$ cat src/rtl/bus_arbiter_fsm.sv
// Round-robin transaction arbiter with per-owner lock and a one-cycle bus turnaround.
// Optional watchdog forced release is compiled in when ARB_TIMEOUT_EN is defined.
module bus_arbiter_fsm #(
  parameter int unsigned N       = 8,
  parameter int unsigned TIMEOUT = 256
) (
  input  logic               clk,
  input  logic               rst_n,
  input  logic               ce,
  input  logic [N-1:0]       req,
  input  logic [N-1:0]       lock,
  input  logic               done,
  output logic [N-1:0]       gnt,
  output logic [$clog2(N):0] gnt_enc,
  output logic               gnt_vld,
  output logic               timeout
);

  localparam int unsigned PW = $clog2(N);

  if (N < 2 || N > 32) begin : g_n_check
    $error("bus_arbiter_fsm: N must be within 2..32");
  end
  if (TIMEOUT < 2) begin : g_timeout_check
    $error("bus_arbiter_fsm: TIMEOUT must be at least 2");
  end

  typedef enum logic [1:0] {StIdle, StBusy, StTurn} state_e;

  state_e        state_q, state_d;
  logic [PW-1:0] ptr_q, ptr_d;
  logic [N-1:0]  gnt_q, gnt_d;
  logic [PW:0]   enc_q, enc_d;
  logic          vld_q, vld_d;

  logic          win_vld;
  logic [PW-1:0] win_idx;
  logic          owner_req;
  logic          owner_keep;
  logic          wd_expire;

  // Scan from the highest index down so the last hit is the first one at or after ptr.
  always_comb begin
    win_vld = 1'b0;
    win_idx = '0;
    for (int i = int'(N) - 1; i >= 0; i--) begin
      if (req[(int'(ptr_q) + i) % int'(N)]) begin
        win_vld = 1'b1;
        win_idx = PW'((int'(ptr_q) + i) % int'(N));
      end
    end
  end

  assign owner_req  = |(req & gnt_q);
  assign owner_keep = |(req & lock & gnt_q);

`ifdef ARB_TIMEOUT_EN
  localparam int unsigned WW = $clog2(TIMEOUT + 1);

  logic [WW-1:0] wd_q, wd_d;
  logic          timeout_q;

  // Fires on the counted BUSY cycle that brings the count to TIMEOUT.
  assign wd_expire = (state_q == StBusy) && !done && (wd_q == WW'(TIMEOUT - 1));

  always_comb begin
    wd_d = '0;
    if (state_q == StBusy && state_d == StBusy && !done) begin
      wd_d = wd_q + 1'b1;
    end
  end

  always_ff @(posedge clk or negedge rst_n) begin
    if (!rst_n) begin
      wd_q      <= '0;
      timeout_q <= 1'b0;
    end else if (ce) begin
      wd_q      <= wd_d;
      timeout_q <= wd_expire;
    end
  end

  assign timeout = timeout_q;
`else
  assign wd_expire = 1'b0;
  assign timeout   = 1'b0;
`endif

  always_ff @(posedge clk or negedge rst_n) begin
    if (!rst_n) begin
      state_q <= StIdle;
      ptr_q   <= '0;
      gnt_q   <= '0;
      enc_q   <= '1;
      vld_q   <= 1'b0;
    end else if (ce) begin
      state_q <= state_d;
      ptr_q   <= ptr_d;
      gnt_q   <= gnt_d;
      enc_q   <= enc_d;
      vld_q   <= vld_d;
    end
  end

  always_comb begin
    state_d = state_q;
    ptr_d   = ptr_q;
    case (state_q)
      StIdle, StTurn: begin
        if (win_vld) begin
          state_d = StBusy;
          ptr_d   = (win_idx == PW'(N - 1)) ? '0 : win_idx + 1'b1;
        end else begin
          state_d = StIdle;
        end
      end
      StBusy: begin
        if (wd_expire) begin
          state_d = StTurn;
        end else if (done) begin
          state_d = owner_keep ? StBusy : StTurn;
        end else if (!owner_req) begin
          state_d = StTurn;
        end
      end
      default: state_d = StIdle;
    endcase
  end

  always_comb begin
    gnt_d = gnt_q;
    enc_d = enc_q;
    if (state_d != StBusy) begin
      gnt_d = '0;
      enc_d = '1;
    end else if (state_q != StBusy) begin
      gnt_d = {{(N - 1){1'b0}}, 1'b1} << win_idx;
      enc_d = {1'b0, win_idx};
    end
    vld_d = (state_d == StBusy);
  end

  assign gnt     = gnt_q;
  assign gnt_enc = enc_q;
  assign gnt_vld = vld_q;

endmodule

$ cat config.mk
export PLATFORM = sky130hd
export DESIGN_NAME = bus_arbiter_fsm
export DESIGN_NICKNAME = d
export VERILOG_FILES = /design/src/rtl/bus_arbiter_fsm.sv
export SDC_FILE = /design/constraint.sdc
export NUM_CORES = 1
export LEC_CHECK = 0
export BUFFER_PORTS_ARGS = -buffer_cell sky130_fd_sc_hd__buf_4
export CORE_ASPECT_RATIO = 0.75
export CORE_MARGIN = 2
export CORE_UTILIZATION = 56
export DETAILED_ROUTE_END_ITERATION = 12
export GPL_TIMING_DRIVEN = 0
export PLACE_DENSITY = 0.8
export SYNTH_ARGS = -nofsm -noshare
export SYNTH_HDL_FRONTEND = slang
export SYNTH_SLANG_ARGS = --single-unit
$ cat constraint.sdc
create_clock -name clk -period 4.25 [get_ports clk]
set_input_delay 0 -clock clk [delete_from_list [all_inputs] [get_ports clk]]
set_output_delay 0 -clock clk [all_outputs]
set_load 0.02 [all_outputs]
==> flow_summary.ini, run 1 <==
[sta]
period_minus_slack_ps = 4000
period_share_pct = 94.1
fmax_mhz = 250
timing.setup.tns_ps = 0
max-slew-margin-rel_pct = 64.3
worst_slack_ps = 250
hold_viol = 0
rsz0062_at_grt = no
setup_viol = 0
slew_viol_final = 0
hold_ws_ps = 161
fin_skew_ps = 4.18
worst_slew_pin_slew_ps = 532

[yosys]
seq_area_frac_synth_pct = 24.4
ys_top_cells_by_area = dfrtp_1 (19%), mux4_2 (11%), mux2i_1 (5.9%), dfstp_2 (5.6%), ha_1 (5.4%)
synthDistinctLibCells = 54
async_flop_share_pct = 100
synth-seq-cells = 18
synth_area_per_cell_um2 = 9.70
synthTopCellsByCount = dfrtp_1 (14), nand2_1 (12), nor2_1 (12), mux2i_1 (11), nand3_1 (11)
synth_nets = 220
synth_top_area_share_pct = 18.8
synth_most_common_cell = dfrtp_1
synth_cells = 192
ys_warn_count = 0
synthesis.area_um2 = 1860
synth_edf_count = 0
synth_top_area_cell = dfrtp_1
synth_ff_type = dfrtp_1

[routing]
drt-wirelength-per-cell_um = 19.8
drt_iter0_markers = 190
num_vias = 1835
antenna_left = 0
viasPerCell = 6.85
firstDrtPassIters = 5
drt-total-wl_mm = 5.30
drc = 0

[placed_design]
io_buffers = 30
hpwl_mm = 4.01
gp_congestion = 0.967
post-place-ws_ps = 254

[cells_and_area]
regArea_um2 = 455
fin_nets = 257
synthToLayoutAreaGrowth_pct = 18.8
fillerInstances = 249
multi_input_area_um2 = 1280
drive_above_1_share_pct = 32.0
antennaDiodeCount = 0

[clock_network]
cts_tree = done
root_buffer = clkbuf_8
cts_max_level = 1
cts_inserted_buffers = 3
cts_sinks = 18
clock_path_buffers = 2
postCtsSetupRepairBufs = 0
clkTransAtPathRegs_ps = 70
clock_latency_ps = 260

[grt]
grt_start_max_net_pins = 19
first_global_vias = 1621
antenna_found_initial = 0
overflow = 0
grt_pass1_wl_mm = 8.23
track_usage_pct = 28.3

[critical_path]
crit_chain = buf_2, clkinv_1, ha_1, buf_6, mux4_2, mux2i_1, a41oi_1, o41ai_2, nand2_1, ha_1, ha_1, nand2_1, o21ai_0
cpMostUsedCell = ha_1
critPathKind = reg2reg
crit_fanout = 9
r2r-start = ptr_q[1]
timing.critical_path.from = ptr_q[1]
crit_required_ps = 4380
cp-start-kind = register
critical_path.top_delay_family = adder cells
worstPathBufferInverterCount = 3
critical_path_arrival_ps = 4130
setup.worst_path.end_class = register
crit_path_top_delay_cell = mux4_2
slowest_delay_ps = 610

[worst_hold_path]
min_path_type = in2async

[floorplanning]
dieArea_um2 = 3810
coreArea_um2 = 3240
ios = 34
die_h_um = 54.0
dieWidth_um = 70.6
start_util_pct = 57.4
rows = 18

[flow_run]
cap_violations = 0

[power_and_ir_drop]
power.leakage_nw = 0.966
power_density_nw_per_um2 = 973
peakVddDrop_v = 0.000703

[outcome]
status = completed
[cell usage in the layout (no fill, tap or decap), types with 5 or more instances in the layout]
cell / instances
nor2_1: 12
inv_1: 10
o21ai_0: 7
dfrtp_1: 14
nand3_1: 11
a32o_1: 5
mux4_2: 9
buf_4: 32
a21oi_1: 9
mux2_2: 6
mux2i_1: 11
nand2_1: 12
ha_1: 8
[logic make-up (layout without fill, tap and decap cells)]
family	Yosys count	count (layout)	synth area share [%]
flip-flops	18	18	24.4
AND/OR/NAND/NOR	55	55	15.3
adder cells (fa/ha/maj)	8	8	5.37
AO/OA/AOI/OAI	58	58	25.9
other	1	1	0.201
buffers and inverters	23	59	6.92
multiplexers	26	26	20.4
XOR/XNOR	3	3	1.41
[sequential cells by signal (all words and copies together), names as in the netlist]
| name | flops |
|---|---|
| gnt | 8 |
| ptr_q | 3 |
| state_q | 2 |
| gnt_vld | 1 |
| gnt_enc | 4 |
[worst reg2reg max path: stages, from the launching register on]
cell	delay [ps]
dfrtp_1	350
buf_2	210
clkinv_1	320
ha_1	410
buf_6	140
mux4_2	610
mux2i_1	350
a41oi_1	190
o41ai_2	480
nand2_1	130
ha_1	260
ha_1	300
nand2_1	60
o21ai_0	70
[final timing paths]
path                              end  slack [ps]  depth (start not counted)
max                          ptr_q[2]         250                         13
min                        state_q[1]         160                          2
max reg2reg                  ptr_q[2]         250                         13
min reg2reg                gnt_enc[1]         480                          2
max in group asynchronous  gnt_enc[1]        3830                          2
min in group clk           state_q[1]         260                          5
[where the power goes]
part           total, W  switching (W)  internal [W]
logic           0.00167       0.000966      0.000707
registers      0.000339      0.0000784      0.000261
clock network  0.000142      0.0000591     0.0000824
total           0.00215        0.00110       0.00105
[routing by layer]
metal  up-vias  part of all wire [%]  global-route usage [%]
li1        817                     -                       -
met1       885                    41                    40.6
met2       119                    47                    46.9
met3        14                    11                    5.62
met4         0                   1.0                    2.20
met5         -                     0                       0
[through the flow]
stage	total power, W	area [µm²]	cells	util [%]
floorplan	0.00157	1860	192	-
global placement	0.00192	2140	262	65.9
detailed placement	0.00198	2140	262	65.9
CTS	0.00213	2210	268	68.2
global route	0.00230	2210	268	68.2
finish	0.00215	2210	268	68.2
[final cells by class]
class	instances	share of cell area, %
repair buffers	32	11.1
plain buffers	12	3.96
inverters	11	1.87
well taps	40	2.26
clock buffers	4	2.49
flip-flops and latches	18	20.6
multi-input cells	151	57.8
[what timing repair did]
item,in CTS,in global routing
gates resized for setup,0,0
hold endpoints to repair,19,0
hold buffers,2,0
No activity file was read; power rests on OpenSTA's default activity.
==> run 2: changes to the inputs <==
- CELL_PAD_IN_SITES_DETAIL_PLACEMENT: not set -> 1
- CELL_PAD_IN_SITES_GLOBAL_PLACEMENT: not set -> 1
- CORE_MARGIN: 2 -> not set
- CORE_UTILIZATION: 56 -> 43
- PLACE_DENSITY: 0.8 -> not set
- PLACE_DENSITY_LB_ADDON: not set -> 0.1
==> run 2 against run 1 <==
- core utilization down 14 points
- maximum frequency fell by 0.57%
- first-iteration DRC count is 6.8% lower
- highest routed layer unchanged
==> flow_summary.ini, run 2 (synthesized netlist as in run 1, its figures left out) <==
[outcome]
status = completed

[power_and_ir_drop]
peakVddDrop_v = 0.000423
power_density_nw_per_um2 = 992
power.leakage_nw = 0.966

[floorplanning]
start_util_pct = 45.4
dieArea_um2 = 4600
dieWidth_um = 78.0
ios = 34
rows = 20
coreArea_um2 = 4100
die_h_um = 59.0

[sta]
timing.setup.tns_ps = 0
rsz0062_at_grt = no
setup_viol = 0
period_minus_slack_ps = 4020
hold_viol = 0
slew_viol_final = 0
worst_slew_pin_slew_ps = 540
period_share_pct = 94.7
worst_slack_ps = 227
fin_skew_ps = 6.70
fmax_mhz = 249
max-slew-margin-rel_pct = 63.0

[clock_network]
cts_max_level = 1
postCtsSetupRepairBufs = 0
cts_inserted_buffers = 3
cts_sinks = 18
cts_tree = done
clock_latency_ps = 260
root_buffer = clkbuf_8
clock_path_buffers = 2
clkTransAtPathRegs_ps = 70

[cells_and_area]
utilization_pct = 54.4
layout_commonest_cell = buf_4
mostFrequentLayoutCells = buf_4 (32), dfrtp_1 (14), nand2_1 (12), nor2_1 (12)
largest_register_ffs = 8
antennaDiodeCount = 0
fin_nets = 257
final_cell_area_um2 = 2230
synthToLayoutAreaGrowth_pct = 19.8
drive_above_1_share_pct = 32.0

[critical_path]
setup.worst_path.end_class = register
r2r-end = ptr_q[2]
crit_fanout = 9
critical_path_arrival_ps = 4150
critPathKind = reg2reg
reg2reg_slack_ps = 230
cp-start-kind = register
timing.critical_path.from = ptr_q[1]
crit_required_ps = 4380
r2r-start = ptr_q[1]
rr_worst_depth = 13

[placed_design]
post-place-ws_ps = 254
place_area_um2 = 2160
io_buffers = 30
hpwl_mm = 4.68
gp_congestion = 0.841

[worst_hold_path]
min_path_type = in2async

[routing]
drt-wirelength-per-cell_um = 21.4
drt-total-wl_mm = 6.06
firstDrtPassIters = 5
drt_iter0_markers = 177
drc = 0
num_vias = 1789
antenna_left = 0
viasPerCell = 6.32

[grt]
grt_pass1_wl_mm = 9.63
first_global_vias = 1825
overflow = 0
antenna_found_initial = 0
grt_start_max_net_pins = 19
track_usage_pct = 27.7

[flow_run]
cap_violations = 0
[run 2: cell counts in the layout (fill, tap and decap cells not counted)]
No cell type changed its count.
[run 2: cell type report]
cell class              count  area [µm²]
inverters                  11        41.3
repair buffers             32         245
flip-flops and latches     18         455
well taps                  55        68.8
plain buffers              12        87.6
clock buffers               4        55.1
fillers                   491        1870
multi-input cells         151        1280
[run 2: power breakdown]
| group | internal, W | total [W] | leakage [nW] | switching (W) |
|---|---|---|---|---|
| Combinational | 0.000712 | 0.00173 | 0.713 | 0.00102 |
| Clock | 0.0000824 | 0.000143 | 0.0288 | 0.0000603 |
| Sequential | 0.000260 | 0.000340 | 0.224 | 0.0000793 |
[run 2: what timing repair did]
item | CTS | global route
hold buffers | 2 | 0
endpoints found under the setup margin | 0 | 0
resized for setup | 0 | 0
endpoints found under the hold margin | 19 | 0
[run 2: how the worst max path moves through the flow]
stage,to,slack (ps),depth (start not counted)
after detailed placement,ptr_q[2],250,13
after global routing,ptr_q[2],70,13
after global placement,ptr_q[2],400,13
final,ptr_q[2],230,13
after floorplan,ptr_q[2],890,14
after CTS,ptr_q[2],230,13
[run 2: metrics by stage]
step | power (W) | hold slack [ps] | instances
2_1_floorplan | 0.00157 | -296 | 192
3_3_place_gp | 0.00195 | -123 | 277
3_5_place_dp | 0.00204 | -115 | 277
4_1_cts | 0.00220 | 157 | 283
5_1_grt | 0.00237 | 169 | 283
6_report | 0.00221 | 142 | 283
[run 2: layer usage]
layer	track usage, %	up-vias	share of wire (%)
met5	0	-	0
met4	3.97	0	1.2
met3	6.46	10	7.7
met2	44.9	75	46
met1	39.2	883	45
li1	-	821	-
[run 2: critical path, stage by stage, from the launching register on]
cell and delay [ps]:
dfrtp_1 350, buf_2 210, clkinv_1 300, ha_1 400, buf_6 140, mux4_2 630, mux2i_1 350, a41oi_1 200
o41ai_2 490, nand2_1 150, ha_1 240, ha_1 290, nand2_1 60, o21ai_0 80
